### src/rtl/ps2_scancode_display.sv
// PS/2 set-2 scan-code decoder with make/break events and a 4-digit hex display.
// Optional macro PS2_BREAK_DISP_EN: break events also shift the display.
module ps2_scancode_display #(
    parameter int CLK_HZ          = 50_000_000,
    parameter int DIGIT_HZ        = 1_000,
    parameter bit SEG_ACTIVE_LOW  = 1'b1,
    parameter bit DISP_ACTIVE_LOW = 1'b1
) (
    input  logic       CLK,
    input  logic       RSTN,
    input  logic [7:0] CODE_IN,
    input  logic       CODE_VALID,
    output logic       KEY_MAKE,
    output logic       KEY_BREAK,
    output logic [7:0] KEY_CODE,
    output logic       KEY_EXT,
    output logic [7:0] LED,
    output logic [6:0] SEG,
    output logic [3:0] DISP
);

    localparam int DIV = (CLK_HZ / DIGIT_HZ > 1) ? CLK_HZ / DIGIT_HZ : 1;
    localparam int DW  = (DIV > 1) ? $clog2(DIV) : 1;
    localparam logic [DW-1:0] DIV_LAST = DW'(DIV - 1);
    localparam logic [6:0] SEG_OFF  = SEG_ACTIVE_LOW ? 7'h7F : 7'h00;
    localparam logic [3:0] DISP_OFF = DISP_ACTIVE_LOW ? 4'hF : 4'h0;

    typedef enum logic [2:0] {
        S_IDLE,
        S_EXT,
        S_BRK,
        S_EXT_BRK,
        S_PAUSE
    } state_t;

    state_t        state;
    logic          valid_q;
    logic [2:0]    pause_cnt;
    logic [15:0]   disp_val;
    logic          key_make_q;
    logic          key_break_q;
    logic [7:0]    key_code_q;
    logic          key_ext_q;
    logic [7:0]    led_q;

    logic          accept;
    logic          is_e0;
    logic          is_f0;
    logic          is_e1;
    logic          is_ign;
    logic          has_ext;
    logic          has_brk;

    // Byte classification and rising-edge acceptance of CODE_VALID.
    always_comb begin
        accept  = CODE_VALID & ~valid_q;
        is_e0   = (CODE_IN == 8'hE0);
        is_f0   = (CODE_IN == 8'hF0);
        is_e1   = (CODE_IN == 8'hE1);
        is_ign  = (CODE_IN == 8'h00) || (CODE_IN == 8'hAA) ||
                  (CODE_IN == 8'hEE) || (CODE_IN == 8'hFA) ||
                  (CODE_IN >= 8'hFC);
        has_ext = (state == S_EXT) || (state == S_EXT_BRK);
        has_brk = (state == S_BRK) || (state == S_EXT_BRK);
    end

    // Prefix FSM, key event pulses, LED and the shifted display value.
    always_ff @(posedge CLK) begin
        if (!RSTN) begin
            state       <= S_IDLE;
            valid_q     <= 1'b0;
            pause_cnt   <= 3'd0;
            disp_val    <= 16'h0000;
            key_make_q  <= 1'b0;
            key_break_q <= 1'b0;
            key_code_q  <= 8'h00;
            key_ext_q   <= 1'b0;
            led_q       <= 8'h00;
        end else begin
            valid_q     <= CODE_VALID;
            key_make_q  <= 1'b0;
            key_break_q <= 1'b0;
            if (accept) begin
                led_q <= CODE_IN;
                if (state == S_PAUSE) begin
                    pause_cnt <= pause_cnt - 3'd1;
                    if (pause_cnt == 3'd1) begin
                        state      <= S_IDLE;
                        key_make_q <= 1'b1;
                        key_code_q <= 8'hE1;
                        key_ext_q  <= 1'b0;
                        disp_val   <= {disp_val[7:0], 8'hE1};
                    end
                end else begin
                    unique case (1'b1)
                        is_e0: state <= has_brk ? S_EXT_BRK : S_EXT;
                        is_f0: state <= has_ext ? S_EXT_BRK : S_BRK;
                        is_e1: begin
                            state     <= S_PAUSE;
                            pause_cnt <= 3'd7;
                        end
                        is_ign: state <= S_IDLE;
                        default: begin
                            state      <= S_IDLE;
                            key_code_q <= CODE_IN;
                            key_ext_q  <= has_ext;
                            if (has_brk) begin
                                key_break_q <= 1'b1;
`ifdef PS2_BREAK_DISP_EN
                                disp_val <= {disp_val[7:0], CODE_IN};
`else
                                disp_val <= disp_val;
`endif
                            end else begin
                                key_make_q <= 1'b1;
                                disp_val   <= {disp_val[7:0], CODE_IN};
                            end
                        end
                    endcase
                end
            end
        end
    end

    assign KEY_MAKE  = key_make_q;
    assign KEY_BREAK = key_break_q;
    assign KEY_CODE  = key_code_q;
    assign KEY_EXT   = key_ext_q;
    assign LED       = led_q;

    function automatic logic [6:0] hex7(input logic [3:0] n);
        unique case (n)
            4'h0: hex7 = 7'h3F;
            4'h1: hex7 = 7'h06;
            4'h2: hex7 = 7'h5B;
            4'h3: hex7 = 7'h4F;
            4'h4: hex7 = 7'h66;
            4'h5: hex7 = 7'h6D;
            4'h6: hex7 = 7'h7D;
            4'h7: hex7 = 7'h07;
            4'h8: hex7 = 7'h7F;
            4'h9: hex7 = 7'h6F;
            4'hA: hex7 = 7'h77;
            4'hB: hex7 = 7'h7C;
            4'hC: hex7 = 7'h39;
            4'hD: hex7 = 7'h5E;
            4'hE: hex7 = 7'h79;
            default: hex7 = 7'h71;
        endcase
    endfunction

    logic [DW-1:0] div_cnt;
    logic [1:0]    digit_idx;
    logic [3:0]    nibble;
    logic [3:0]    onehot;
    logic [6:0]    seg_q;
    logic [3:0]    disp_q;

    // Select the nibble and enable for the current digit.
    always_comb begin
        nibble = disp_val[3:0];
        onehot = 4'b0001;
        unique case (digit_idx)
            2'd0: begin nibble = disp_val[3:0];   onehot = 4'b0001; end
            2'd1: begin nibble = disp_val[7:4];   onehot = 4'b0010; end
            2'd2: begin nibble = disp_val[11:8];  onehot = 4'b0100; end
            default: begin nibble = disp_val[15:12]; onehot = 4'b1000; end
        endcase
    end

    // Refresh divider, digit scan, and SEG/DISP registered together.
    always_ff @(posedge CLK) begin
        if (!RSTN) begin
            div_cnt   <= '0;
            digit_idx <= 2'd0;
            seg_q     <= SEG_OFF;
            disp_q    <= DISP_OFF;
        end else begin
            if (div_cnt == DIV_LAST) begin
                div_cnt   <= '0;
                digit_idx <= digit_idx + 2'd1;
            end else begin
                div_cnt <= div_cnt + DW'(1);
            end
            seg_q  <= SEG_ACTIVE_LOW ? ~hex7(nibble) : hex7(nibble);
            disp_q <= DISP_ACTIVE_LOW ? ~onehot : onehot;
        end
    end

    assign SEG  = seg_q;
    assign DISP = disp_q;

endmodule

### config.mk
export PLATFORM = sky130hd
export DESIGN_NAME = ps2_scancode_display
export DESIGN_NICKNAME = d
export VERILOG_FILES = /design/src/rtl/ps2_scancode_display.sv
export SDC_FILE = /design/constraint.sdc
export NUM_CORES = 1
export LEC_CHECK = 0
export ABC_AREA = 1
export CAP_MARGIN = 10
export CORE_ASPECT_RATIO = 0.9
export CORE_UTILIZATION = 40
export DETAILED_ROUTE_END_ITERATION = 10
export DONT_BUFFER_PORTS = 1
export RECOVER_POWER = 50
export SETUP_SLACK_MARGIN = 0.2
export SLEW_MARGIN = 0
export SYNTH_ARGS = -nofsm -noshare
export SYNTH_HDL_FRONTEND = slang
export SYNTH_SLANG_ARGS = --single-unit
### constraint.sdc
create_clock -name CLK -period 2.25 [get_ports CLK]
set_input_delay 0.225 -clock CLK [delete_from_list [all_inputs] [get_ports CLK]]
set_output_delay 0.225 -clock CLK [all_outputs]
set_load 0.01 [all_outputs]
==> metrics.cfg <==
[outcome]
outcome=finished, final reports clean

[floorplan]
number_of_core_rows=31
die_h_um=89.0
placeableCoreArea_um2=8110
floorplan.initialDensity_pct=41.5
top_level_ports=41
fp.dieArea_um2=8770
chipWidth_um=98.6

[layout]
drive_gt1_share_pct=9.20
final-seq-area_um2=1420
post_layout_nonfiller_instances=588
antennaDiodeCount=0
layout_common_cells=117 x sky130_fd_sc_hd__nand2_1, 73 x sky130_fd_sc_hd__nor2_1, 69 x sky130_fd_sc_hd__dfxtp_1
design_area_um2=3680
num-nets-final=508
fin_util_pct=45.4
count_of_fill_cells_added_during_filler_insertion=840
syn2layout_area_growth_pct=9.46
multiInputGateArea_um2=1620
layout_commonest_cell=sky130_fd_sc_hd__nand2_1

[sta]
fin_worst_hold_slack_ns=0.0167
slew-limit-headroom_pct=43.9
finalWorstPathRequiredPeriod_ns=1.90
final.period_utilization_pct=84.3
final-max-slew-violation-count=0
fin_tns_setup_ns=0
report.final.setup_viol=0
transition_time_at_the_pin_with_the_least_slew_margin_ns=0.839
timing.final.ws_setup_ns=0.354
setup_repair_after_global_routing_missed_its_margin=no
timing.fmax_mhz=527
final_hold_viol_count=0
worst_clock_skew_ns=0.00998

[global_routing]
vias_in_the_first_global_route=2593
grt_start_max_net_pins=31
grtUsageTotal_pct=17.6
wire_length_of_the_first_global_routing_pass_mm=11.9
antenna_found_initial=0
grt_overflow_total=0

[worst_setup_path]
worst_r2r_path_depth=11
startpoint=digit_idx[0]$_SDFFE_PN0P_
setup.worst_path.start_class=register
critical_path.max_stage_delay_ns=0.36
critPathMostFrequentCell=sky130_fd_sc_hd__nand2_1
critPathSlowestCell=sky130_fd_sc_hd__dfxtp_2
cp_cell_sequence=inv_1 -> ha_1 -> inv_2 -> o21ai_0 -> o22ai_1 -> inv_1 -> ha_1 -> nand2_1 -> nand2_1 -> o21ai_0 -> nand2_1
r2r-end=SEG[0]$_SDFF_PN1_
worst-setup-path-type=reg -> reg
critical_path.reg2reg.startpoint=digit_idx[0]$_SDFFE_PN0P_
critPathCapture=SEG[0]$_SDFF_PN1_
setup.worst_path.end_class=register
critical_path_arrival_ns=2.12
path_max_fanout=4
cp.required_ns=2.47
worst-r2r-setup-slack_ns=0.35

[synth]
synth_cell_type_count=33
ys_ff_latch=71
post_synth_instance_area_um2=3360
post_synthesis_instance_total=476
seq_area_frac_synth_pct=42.3
ys.warnings.count=0
synthesis.area_per_instance_um2=7.06
synthesis.nets=500

[pwr]
p_total_mw=2.63
peakVddDrop_uv=352
power.density_cell_area_nw_per_um2=714
power_leakage_nw=1.63

[clock_network]
cts.sink_count=71
cts_tree=built
clkLatencyLatePin_ns=0.35
cts_made_buffers=9
clk_pin_slew_worst_paths_ns=0.07
htree_levels=3
clk_root_buffer_cell=sky130_fd_sc_hd__clkbuf_8
ctsLongestPathBuffers=2

[drt]
ant_nets=0
vias_per_cell=4.82
drc_errors=0
totalWireLength_mm=7.24
routed_via_count=2836
drt-initial-drc-count=137
routedWlPerCell_um=12.3
first_pass_iters=4

[run]
timing.max_cap.violations=0

[placement]
dp.final_hpwl_mm=4.97
detailedPlace.worstSlack_ns=0.317
numPlacedInstances=567
finalWeightedCongestion=0.850
numPortBuffers=0
placed_area_um2=3440

[min_path]
hold_path.class=in -> reg

report_power, final:
part	total, mW	switching [mW]	leakage [nW]	internal (mW)
Combinational	0.249	0.163	0.946	0.0868
Clock	0.999	0.461	0.100	0.538
Sequential	1.38	0.0560	0.584	1.32
how the worst min path moves through the flow:
| stage | startpoint | to | slack (ns) | cells after the start |
|---|---|---|---|---|
| 4_1_cts | RSTN | LED[7]$_SDFFE_PN0P_ | 0.004 | 2 |
| 2_1_floorplan | CODE_VALID | valid_q$_SDFF_PN0_ | 0.32 | 2 |
| 3_5_place_dp | RSTN | SEG[3]$_SDFF_PN1_ | 0.31 | 1 |
| 5_1_grt | CODE_IN[7] | KEY_CODE[7]$_SDFFE_PN0P_ | 0.003 | 2 |
| 3_3_place_gp | RSTN | SEG[3]$_SDFF_PN1_ | 0.31 | 1 |
| 6_report | CODE_IN[7] | KEY_CODE[7]$_SDFFE_PN0P_ | 0.02 | 2 |
what timing repair did:
| action | in CTS | in global routing |
|---|---|---|
| hold buffers | 3 | 1 |
| endpoints found under the setup margin | 0 | 4 |
| hold endpoints to repair | 20 | 1 |
| resized for setup | 0 | 6 |
| buffers inserted | 0 | 1 |
synthesized netlist by cell type, drive strengths merged:
master    n  area share [%]
nor4      2            0.37
buf       4             1.2
clkbuf    7            0.78
o221ai    1            0.26
nor2     81              10
and2      1            0.19
dfxtp    71              42
a21oi    30             4.7
nor3b     5             1.1
or2       2            0.37
nand4     8             1.5
inv      68             7.6
nor3      7             1.0
o21ai    24             3.6
ha       13             4.8
nand2b    1            0.19
xor2      2            0.52
o22ai     5             1.1
o211ai    3            0.67
a31oi     3            0.56
nand2   123              15
nand3    15             2.6
cell families (layout without fill, tap and decap cells):
logic type	after synthesis	count (layout)	synth area share, %
flops	71	71	42.3
compound gates	66	66	10.9
simple gates	245	245	31.9
fa+ha+maj	13	13	4.84
xor+xnor	2	2	0.521
buf+inv	79	92	9.53
metal layers:
layer | share of wire [%] | GRT usage [%]
met1 | 48 | 21.5
met2 | 47 | 29.8
met3 | 4.7 | 6.02
met4 | 0.83 | 5.02
met5 | 0 | 0
registers in the layout (all words and copies together) (netlist names):
signal     cells
state          3
DISP           4
KEY_MAKE       1
pause_cnt      3
KEY_CODE       8
KEY_EXT        1
digit_idx      2
LED            8
SEG            7
valid_q        1
KEY_BREAK      1
div_cnt       16
disp_val      16
area by class of cell:
cell class,count,area share [%]
Clock buffer,12,3.95
Multi-Input combinational cell,326,44.0
Timing Repair Buffer,8,1.80
Clock inverter,4,1.22
Sequential cell,71,38.7
Inverter,68,6.94
Tap cell,99,3.37
critical path, delay by kind of cell (launching register included):
kind	cells	cell delay (ns)
buf+inv	3	0.28
flops	1	0.36
fa+ha+maj	2	0.46
simple gates	3	0.24
compound gates	3	0.45
Power figures use the tool's default switching activity.
